## src/rtl/rx_core_cfg_pkg.sv

```systemverilog
// rx_core_cfg_pkg: shared widths, cfg address map and sequencer state encoding
package rx_core_cfg_pkg;
  localparam int PINC_W = 16;
  localparam int DUC_GAIN_W = 8;
  localparam int DEMIX_GAIN_W = 16;
  typedef enum logic [3:0] {
    CFG_DDC_PINC   = 4'd0,
    CFG_DEMIX_GAIN = 4'd1,
    CFG_DEMIX_PINC = 4'd2,
    CFG_DUC1_PINC  = 4'd3,
    CFG_DUC2_PINC  = 4'd4,
    CFG_DUC3_PINC  = 4'd5,
    CFG_GAIN_DUC1  = 4'd6,
    CFG_GAIN_DUC2  = 4'd7,
    CFG_GAIN_DUC3  = 4'd8
  } cfg_addr_e;
  typedef enum logic [1:0] {ST_IDLE, ST_APPLY, ST_RAMP, ST_SETTLE} state_e;
endpackage

```

## src/rtl/rx_core_cfg_sequencer_gain_ramp.sv

```systemverilog
// gain_ramp: steps value toward a latched target on tick (clock, reset, target/load latch, step/tick move; value, at_target = target reached after this edge)
module gain_ramp #(
  parameter int WIDTH = 8
) (
  input  logic             clock,
  input  logic             reset,
  input  logic [WIDTH-1:0] target,
  input  logic [7:0]       step,
  input  logic             tick,
  input  logic             load,
  output logic [WIDTH-1:0] value,
  output logic             at_target
);
  logic [WIDTH-1:0] tgt, stp, diff, nxt;
  assign stp = WIDTH'(step);
  assign diff = value > tgt ? value - tgt : tgt - value;
  assign nxt = !tick ? value : diff <= stp ? tgt : value > tgt ? value - stp : value + stp;
  assign at_target = load ? value == target : nxt == tgt;
  always_ff @(posedge clock) begin
    if (reset) begin
      value <= '0;
      tgt <= '0;
    end else begin
      if (load) tgt <= target;
      value <= nxt;
    end
  end
endmodule

```

## src/rtl/rx_core_cfg_sequencer.sv

```systemverilog
// rx_core_cfg_sequencer: shadowed rx config with atomic phase-inc commit, ramped gains and settle flag (cfg_* write port, commit, busy/settled/cfg_error status, active config outputs)
module rx_core_cfg_sequencer
  import rx_core_cfg_pkg::*;
#(
  parameter int RAMP_STEP = 1,
  parameter int RAMP_INTERVAL = 16,
  parameter int SETTLE_CYCLES = 64
) (
  input  logic                    clock,
  input  logic                    reset,
  input  logic                    cfg_valid,
  output logic                    cfg_ready,
  input  logic [3:0]              cfg_addr,
  input  logic [15:0]             cfg_data,
  input  logic                    commit,
  output logic                    busy,
  output logic                    settled,
  output logic                    cfg_error,
  output logic [PINC_W-1:0]       ddc_phase_inc,
  output logic [PINC_W-1:0]       demix_phase_inc,
  output logic [PINC_W-1:0]       duc1_phase_inc,
  output logic [PINC_W-1:0]       duc2_phase_inc,
  output logic [PINC_W-1:0]       duc3_phase_inc,
  output logic [DEMIX_GAIN_W-1:0] demix_gain,
  output logic [DUC_GAIN_W-1:0]   gain_duc1,
  output logic [DUC_GAIN_W-1:0]   gain_duc2,
  output logic [DUC_GAIN_W-1:0]   gain_duc3
);
  state_e state;
  logic pending, wr, tick, load, all_at;
  logic [15:0] cnt;
  logic [15:0] sh_w [6];
  logic [DUC_GAIN_W-1:0] sh_g [3];
  logic [3:0] at;
  assign cfg_ready = state == ST_IDLE && !reset;
  assign busy = state != ST_IDLE;
  assign wr = cfg_valid && cfg_ready;
  assign load = state == ST_APPLY;
  assign tick = state == ST_RAMP && cnt == 16'(RAMP_INTERVAL - 1);
  assign all_at = &at;
  gain_ramp #(.WIDTH(DEMIX_GAIN_W)) u_demix (.clock(clock), .reset(reset), .target(sh_w[1]), .step(8'(RAMP_STEP)), .tick(tick), .load(load), .value(demix_gain), .at_target(at[0]));
  gain_ramp #(.WIDTH(DUC_GAIN_W)) u_duc1 (.clock(clock), .reset(reset), .target(sh_g[0]), .step(8'(RAMP_STEP)), .tick(tick), .load(load), .value(gain_duc1), .at_target(at[1]));
  gain_ramp #(.WIDTH(DUC_GAIN_W)) u_duc2 (.clock(clock), .reset(reset), .target(sh_g[1]), .step(8'(RAMP_STEP)), .tick(tick), .load(load), .value(gain_duc2), .at_target(at[2]));
  gain_ramp #(.WIDTH(DUC_GAIN_W)) u_duc3 (.clock(clock), .reset(reset), .target(sh_g[2]), .step(8'(RAMP_STEP)), .tick(tick), .load(load), .value(gain_duc3), .at_target(at[3]));
  always_ff @(posedge clock) begin
    if (reset) begin
      state <= ST_IDLE;
      pending <= 1'b0;
      cnt <= '0;
      settled <= 1'b0;
      cfg_error <= 1'b0;
      for (int i = 0; i < 6; i++) sh_w[i] <= '0;
      for (int i = 0; i < 3; i++) sh_g[i] <= '0;
      ddc_phase_inc <= '0;
      demix_phase_inc <= '0;
      duc1_phase_inc <= '0;
      duc2_phase_inc <= '0;
      duc3_phase_inc <= '0;
    end else begin
      cfg_error <= wr && cfg_addr > CFG_GAIN_DUC3;
      for (int i = 0; i < 6; i++) if (wr && cfg_addr == 4'(i)) sh_w[i] <= cfg_data;
      for (int i = 0; i < 3; i++) if (wr && cfg_addr == 4'(i + 6)) sh_g[i] <= cfg_data[7:0];
      pending <= state != ST_IDLE && (pending || commit);
      case (state)
        ST_IDLE: if (commit || pending) state <= ST_APPLY;
        ST_APPLY: begin
          ddc_phase_inc <= sh_w[0];
          demix_phase_inc <= sh_w[2];
          duc1_phase_inc <= sh_w[3];
          duc2_phase_inc <= sh_w[4];
          duc3_phase_inc <= sh_w[5];
          settled <= 1'b0;
          cnt <= '0;
          state <= all_at ? ST_SETTLE : ST_RAMP;
        end
        ST_RAMP: begin
          cnt <= tick ? 16'd0 : cnt + 16'd1;
          if (tick && all_at) state <= ST_SETTLE;
        end
        ST_SETTLE: begin
          cnt <= cnt + 16'd1;
          if (cnt == 16'(SETTLE_CYCLES - 1)) begin
            state <= ST_IDLE;
            settled <= 1'b1;
          end
        end
      endcase
    end
  end
endmodule

```

## config.mk

```make
export PLATFORM = sky130hd
export DESIGN_NAME = rx_core_cfg_sequencer
export DESIGN_NICKNAME = d
export VERILOG_FILES = /design/src/rtl/rx_core_cfg_pkg.sv /design/src/rtl/rx_core_cfg_sequencer_gain_ramp.sv /design/src/rtl/rx_core_cfg_sequencer.sv
export SDC_FILE = /design/constraint.sdc
export NUM_CORES = 1
export LEC_CHECK = 0
export CAP_MARGIN = 20
export CORE_MARGIN = 4
export CORE_UTILIZATION = 55
export CTS_CLUSTER_SIZE = 14
export DETAILED_ROUTE_END_ITERATION = 6
export PLACE_DENSITY = 0.76
export REMOVE_ABC_BUFFERS = 1
export SKIP_CTS_REPAIR_TIMING = 1
export SLEW_MARGIN = 40
export SYNTH_ARGS = -nofsm -noshare
export SYNTH_HDL_FRONTEND = slang
export SYNTH_SLANG_ARGS = --single-unit
```

## constraint.sdc

```tcl
create_clock -name clock -period 6.3 [get_ports clock]
set_input_delay 0.945 -clock clock [delete_from_list [all_inputs] [get_ports clock]]
set_output_delay 0.945 -clock clock [all_outputs]
set_load 0.005 [all_outputs]
```

==> results.toml, run 1 <==
[clock_network]
insertion_delay_ps = 530
cts-root-to-sink-buffers = 3
h-tree-depth = 2
cts-root-buf = "clkbuf_16"
cts_tree = "yes"
cts_buffers = 34
path_clk_slew_ps = 60
cts.sinks = 301

[worst_hold_path]
worst_hold_startpoint = "sh_w[5][3]$_SDFFCE_PN0P_"
min_path_cells = 2
hold_class = "reg -> reg"
hold_path_end = "duc3_phase_inc[3]$_SDFFE_PP0P_"

[global_route]
grt_pass1_wl_mm = 88.3
grt-ovfl-total = 0
grt_max_degree = 68
antenna_found_initial = 0
grtUsageTotal_pct = 29.0
grt_pass1_vias = 15600

[critical_path]
end_kind = "flop"
r2r_end = "state[0]$_SDFFE_PP0P_"
cp_max_fo = 10
critical_path_class = "reg -> reg"
startpoint_type = "flop"
reg2reg_depth = 20
r2r-start = "u_demix.value[5]$_SDFF_PP0_"
worstPathArrival_ps = 6230
crit_required_ps = 6690
reg2reg_slack_ps = 460

[drt]
routed_via_density = 6.02
antenna_left = 0
drt-total-wl_mm = 56.8
drt_first_iter_violations = 1483
wire_per_inst_um = 21.5
dr.pass1.iters = 6
vias = 15900
remaining_drc_errors = 0

[final_layout]
fin_cells = 2640
nFillCells = 2754
fin_area_um2 = 22000
drive_gt1_share_pct = 6.25
syn_to_final_growth_pct = 16.0
antenna_cells = 0
fin_nets = 2316

[pwr]
switching_share_pct = 39.0
net-switching-power_mw = 3.18
pwr-share-clk_pct = 24.6
intPower_mw = 4.98
powerDensity_nw_per_um2 = 370
p_comb_share_pct = 46.8
p_leak_nw = 8.65
irDropWorstVdd_v = 0.000285
power_frac_seq_pct = 28.7

[timing]
fmax_mhz = 171
setup_violations = 0
slew_violations = 0
finClkSkew_ps = 19.5
min_period_ps = 5840
setup_tns_ps = 0
rsz0062_at_grt = "false"
worst_pin_slew_ps = 841
period_share_pct = 92.7
hold_viol_final = 0
slew_headroom_pct = 43.9

[floorplanning]
fp-row-count = 67
core_um2 = 33800
dieArea_um2 = 37600
pin_count = 148
die_h_um = 194
start_util_pct = 56.2
die_width_um = 194

[logic_synthesis]
synth_edf_count = 120
yosysSeqAreaShare_pct = 38.1
ys_ff_latch = 301
yosysUniqueCellTypes = 90
synth_area_um2 = 19000
ys_async_sr_fraction_pct = 0
synth_ff_type = "dfxtp_1"
ys_warn_count = 0
syn_area_per_cell_um2 = 9.28
synthCells = 2046

[placed_design]
placed_cell_area_um2 = 20900
io_buffers = 147
dpl.cell_count = 2577
gp_congestion = 0.977
dpl.hpwl_mm = 41.7

[flow_run]
maxCapViolations = 0

[status]
status = "finished, final reports clean"
cell usage in the layout, fill, tap and decap left out, types with 11 or more instances in the layout:
cell and count:
buf_4 38, and3_1 28, mux2i_1 143, nand2b_1 15, nand2_1 74, ha_1 113
clkbuf_16 36, nor4_1 27, fa_1 12, nand3_1 45, dfxtp_1 181, o2111ai_1 11
xor2_1 80, inv_1 111, a31oi_1 18, or2_2 12, nor3_1 32, o21ai_0 50
a211oi_1 49, nor2b_1 15, nand4_1 31, and2_1 97, o211ai_1 19, o21a_1 20
edfxtp_1 120, a21oi_1 101, clkdlybuf4s50_1 146, a21o_1 20, xnor2_1 88, nor2_1 270
per-stage QoR:
step / setup WS [ps] / util, % / hold slack, ps / power (mW)
after global placement: 611 / 61.7 / 462 / 6.04
after detailed placement: 598 / 61.8 / 473 / 6.09
final: 458 / 65.2 / 483 / 8.16
after global routing: 56.3 / 65.2 / 509 / 8.61
after floorplan: 324 / - / 457 / 5.18
after CTS: 584 / 65.1 / 486 / 8.13
sequential cells by signal, summed over array words and instances, names as in the netlist, 8 cells and up:
signal	count
u_duc3.tgt	8
cnt	16
u_duc2.tgt	8
u_demix.tgt	16
sh_w	96
u_duc1.value	8
duc2_phase_inc	16
demix_phase_inc	16
duc1_phase_inc	16
u_duc3.value	8
u_demix.value	16
u_duc2.value	8
ddc_phase_inc	16
sh_g	24
duc3_phase_inc	16
u_duc1.tgt	8
Yosys cell counts (16+ instances only):
| master | count | area share (%) |
|---|---|---|
| a21oi_1 | 101 | 2.7 |
| and3_1 | 28 | 0.92 |
| a21o_1 | 20 | 0.79 |
| xnor2_1 | 88 | 4.1 |
| nor4_1 | 28 | 0.92 |
| nand3_1 | 46 | 1.2 |
| edfxtp_1 | 120 | 19 |
| xor2_1 | 80 | 3.7 |
| and2_1 | 97 | 3.2 |
| mux2i_1 | 143 | 7.5 |
| inv_1 | 111 | 2.2 |
| nand4_1 | 31 | 1.0 |
| o21a_1 | 20 | 0.79 |
| buf_2 | 16 | 0.42 |
| dfxtp_1 | 181 | 19 |
| a211oi_1 | 49 | 1.9 |
| o211ai_1 | 19 | 0.75 |
| o21ai_0 | 50 | 1.3 |
| clkbuf_1 | 58 | 1.1 |
| ha_1 | 114 | 7.5 |
| a31oi_1 | 18 | 0.59 |
| nand2_1 | 74 | 1.5 |
| nor3_1 | 33 | 0.87 |
| nor2_1 | 272 | 5.4 |
worst max path at each step:
stage	start	end	slack, ps	cells past startpoint
floorplan	state[1]$_SDFFE_PP0P_	state[1]$_SDFFE_PP0P_	320	10
global placement	u_demix.value[0]$_SDFF_PP0_	state[0]$_SDFFE_PP0P_	610	22
detailed placement	u_demix.value[5]$_SDFF_PP0_	state[0]$_SDFFE_PP0P_	600	20
CTS	u_demix.tgt[0]$_SDFFE_PP0P_	state[0]$_SDFFE_PP0P_	580	21
global route	u_demix.value[0]$_SDFF_PP0_	state[0]$_SDFFE_PP0P_	60	22
finish	u_demix.value[5]$_SDFF_PP0_	state[0]$_SDFFE_PP0P_	460	20
cells by family after synthesis:
group / share of synthesized area, %
AO/OA/AOI/OAI: 13.7
XOR/XNOR: 8.34
adder cells (fa/ha/maj): 8.78
buffers and inverters: 4.78
flip-flops: 38.1
multiplexers: 8.01
AND/OR/NAND/NOR: 18.3
final cells by class:
cell class              count  area (um2)  area share, %
flip-flops and latches    301        7230           32.8
clock buffers              49         990           4.49
clock inverters            13         144          0.653
well taps                 448         561           2.55
inverters                 115         434           1.97
repair buffers            186        1780           8.07
multi-input cells        1528       10900           49.5
routing by layer:
layer / GRT usage [%] / wire length (um) / vias up
met3: 6.31 / 4640 / 131
met5: 0 / 0 / -
met1: 38.4 / 23900 / 7593
li1: - / - / 7524
met4: 11.7 / 2470 / 0
met2: 46.5 / 25800 / 653
power by group through the flow:
stage               logic [mW]  registers, mW  clock network [mW]
floorplan                 2.84           2.34                   0
global placement          3.67           2.37                   0
detailed placement        3.72           2.37                   0
CTS                       3.75           2.33                2.04
global route              4.14           2.36                2.12
finish                    3.82           2.34                2.00
worst max-delay path, cell delays in order, from the launching register on:
cell	delay (ps)
dfxtp_1	480
inv_1	130
ha_1	510
nand3_1	250
nor3_2	220
nand2_1	160
a22oi_4	360
inv_2	200
ha_1	440
nor2b_1	210
a2111oi_2	380
nand3_1	110
a2111oi_0	390
o2111ai_1	200
nor4b_1	300
buf_4	170
nand4_1	80
or4_1	470
a311oi_2	330
mux2i_1	250
nor4_2	60
Power figures use the tool's default switching activity.
==> inputs of run 2 (changes only) <==
- clock period: 6.3 -> 5.9 ns (I/O delays scaled with it)
==> run 2 against run 1 <==
Non-clock buffer count increased by 23; setup slack improved by 14 ps; clock power is 2% higher; die area unchanged; via count up 1.9%; utilization up 0.27 points; register-to-register slack hardly changed; sequential share of layout area fell by 0.14 points; critical path type unchanged; largest cell class unchanged.
==> results.toml, run 2 (same netlist as run 1, synthesis figures left out) <==
[status]
status = "finished, final reports clean"

[clock_network]
insertion_delay_ps = 560
cts-root-to-sink-buffers = 3
cts.sinks = 301
h-tree-depth = 1
cts_tree = "yes"
cts_buffers = 31
cts-root-buf = "clkbuf_16"
path_clk_slew_ps = 70

[floorplanning]
pin_count = 148
core_um2 = 33800
dieArea_um2 = 37600
die_width_um = 194
die_h_um = 194
fp-row-count = 67
start_util_pct = 56.2

[critical_path]
crit_required_ps = 6320
cp_max_fo = 6
end_kind = "flop"
startpoint_type = "flop"
worstPathArrival_ps = 5840
reg2reg_slack_ps = 470
critical_path_class = "reg -> reg"

[global_route]
antenna_found_initial = 0
grt_pass1_wl_mm = 89.5
grtUsageTotal_pct = 29.2
grt_pass1_vias = 15800
grtUsageMet1_pct = 39.4
grtUsageMet2_pct = 47.0
busiest_layer = "met2"
grt-ovfl-total = 0
met3_usage_pct = 6.48
grt_max_degree = 69

[drt]
wire_per_inst_um = 21.4
vias = 16200
dr.pass1.iters = 5
remaining_drc_errors = 0
drt-total-wl_mm = 57.0
drt_first_iter_violations = 1548
routed_via_density = 6.09
antenna_left = 0

[final_layout]
fin_nets = 2336
regMostFlops = "sh_w"
antenna_cells = 0
drive_gt1_share_pct = 7.19
largest_reg_flops = 96
reg_top3 = "sh_w: 96 flops, sh_g: 24 flops"
nFillCells = 2762
layout_commonest_cell = "nor2_1"
utilization_pct = 65.5
most-common-layout-cells = "nor2_1 (270), dfxtp_1 (181), clkdlybuf4s50_1 (146)"
syn_to_final_growth_pct = 16.5

[worst_hold_path]
hold_class = "reg -> reg"

[placed_design]
dpl.hpwl_mm = 41.6
io_buffers = 147
gp_congestion = 0.943

[timing]
rsz0062_at_grt = "false"
slew_violations = 0
fmax_mhz = 184
min_period_ps = 5430
worst_pin_slew_ps = 768
setup_violations = 0
period_share_pct = 92.0
setup_tns_ps = 0
hold_viol_final = 0
slew_headroom_pct = 48.6
finClkSkew_ps = 13.4

[pwr]
p_leak_nw = 8.73
powerDensity_nw_per_um2 = 392
irDropWorstVdd_v = 0.000307

[flow_run]
maxCapViolations = 0
==> run 2: changes by cell type in the layout (fill, tap and decap cells not counted), sizes merged <==
cell	before	now
clkinvlp	0	1
inv	119	116
buf	40	63
clkbuf	49	36
bufinv	2	4
clkinv	7	16
==> run 2: metal layers <==
| metal | share of wire, % | wire (um) |
|---|---|---|
| met3 | 8.8 | 4990 |
| met2 | 45 | 25700 |
| met1 | 43 | 24400 |
| met5 | 0 | 0 |
| met4 | 3.4 | 1930 |
==> run 2: area by class of cell <==
type	instances	area [um2]	area share, %
Inverter	115	434	1.96
Tap cell	448	561	2.53
Sequential cell	301	7230	32.7
Multi-Input combinational cell	1528	10900	49.3
Timing Repair Buffer	209	1950	8.80
Clock buffer	36	826	3.73
Clock inverter	22	230	1.04
==> run 2: path summary, 6_finish.rpt <==
check                                   to                         from  cells past startpoint
min reg2reg  ddc_phase_inc[1]$_SDFFE_PP0P_     sh_w[0][1]$_SDFFCE_PN0P_                      2
min          ddc_phase_inc[1]$_SDFFE_PP0P_     sh_w[0][1]$_SDFFCE_PN0P_                      2
max                  state[0]$_SDFFE_PP0P_  u_demix.tgt[0]$_SDFFE_PP0P_                     21
max reg2reg          state[0]$_SDFFE_PP0P_  u_demix.tgt[0]$_SDFFE_PP0P_                     21
==> run 2: worst max-delay path, stage by stage, from the launching register on <==
cell	delay, ps
dfxtp_1	420
ha_1	200
inv_1	70
fa_1	440
a21oi_1	150
o211a_1	270
o21ai_1	130
a22oi_4	230
inv_2	100
buf_4	180
ha_1	290
a211oi_1	360
o21ai_0	210
a21oi_2	310
o21ai_2	90
xor2_1	210
xnor2_1	120
a2111o_1	340
or4_1	540
a311oi_2	310
mux2i_1	250
nor4_2	70
==> run 2: report_power, final <==
part,internal [mW],switching (mW),total [mW]
sequential,2.34,0.160,2.50
combinational,1.74,2.39,4.13
clock,1.18,0.863,2.04
==> run 2: through the flow <==
stage | setup slack, ps | instance area [um2] | hold slack [ps] | instances | total power [mW]
2_1_floorplan | -76.0 | 18500 | 457 | 1944 | 5.53
3_3_place_gp | 464 | 21000 | 462 | 2601 | 6.52
3_5_place_dp | 409 | 21100 | 473 | 2601 | 6.54
4_1_cts | 370 | 22100 | 490 | 2659 | 8.61
5_1_grt | 9.34 | 22100 | 508 | 2659 | 9.16
6_report | 472 | 22100 | 486 | 2659 | 8.67
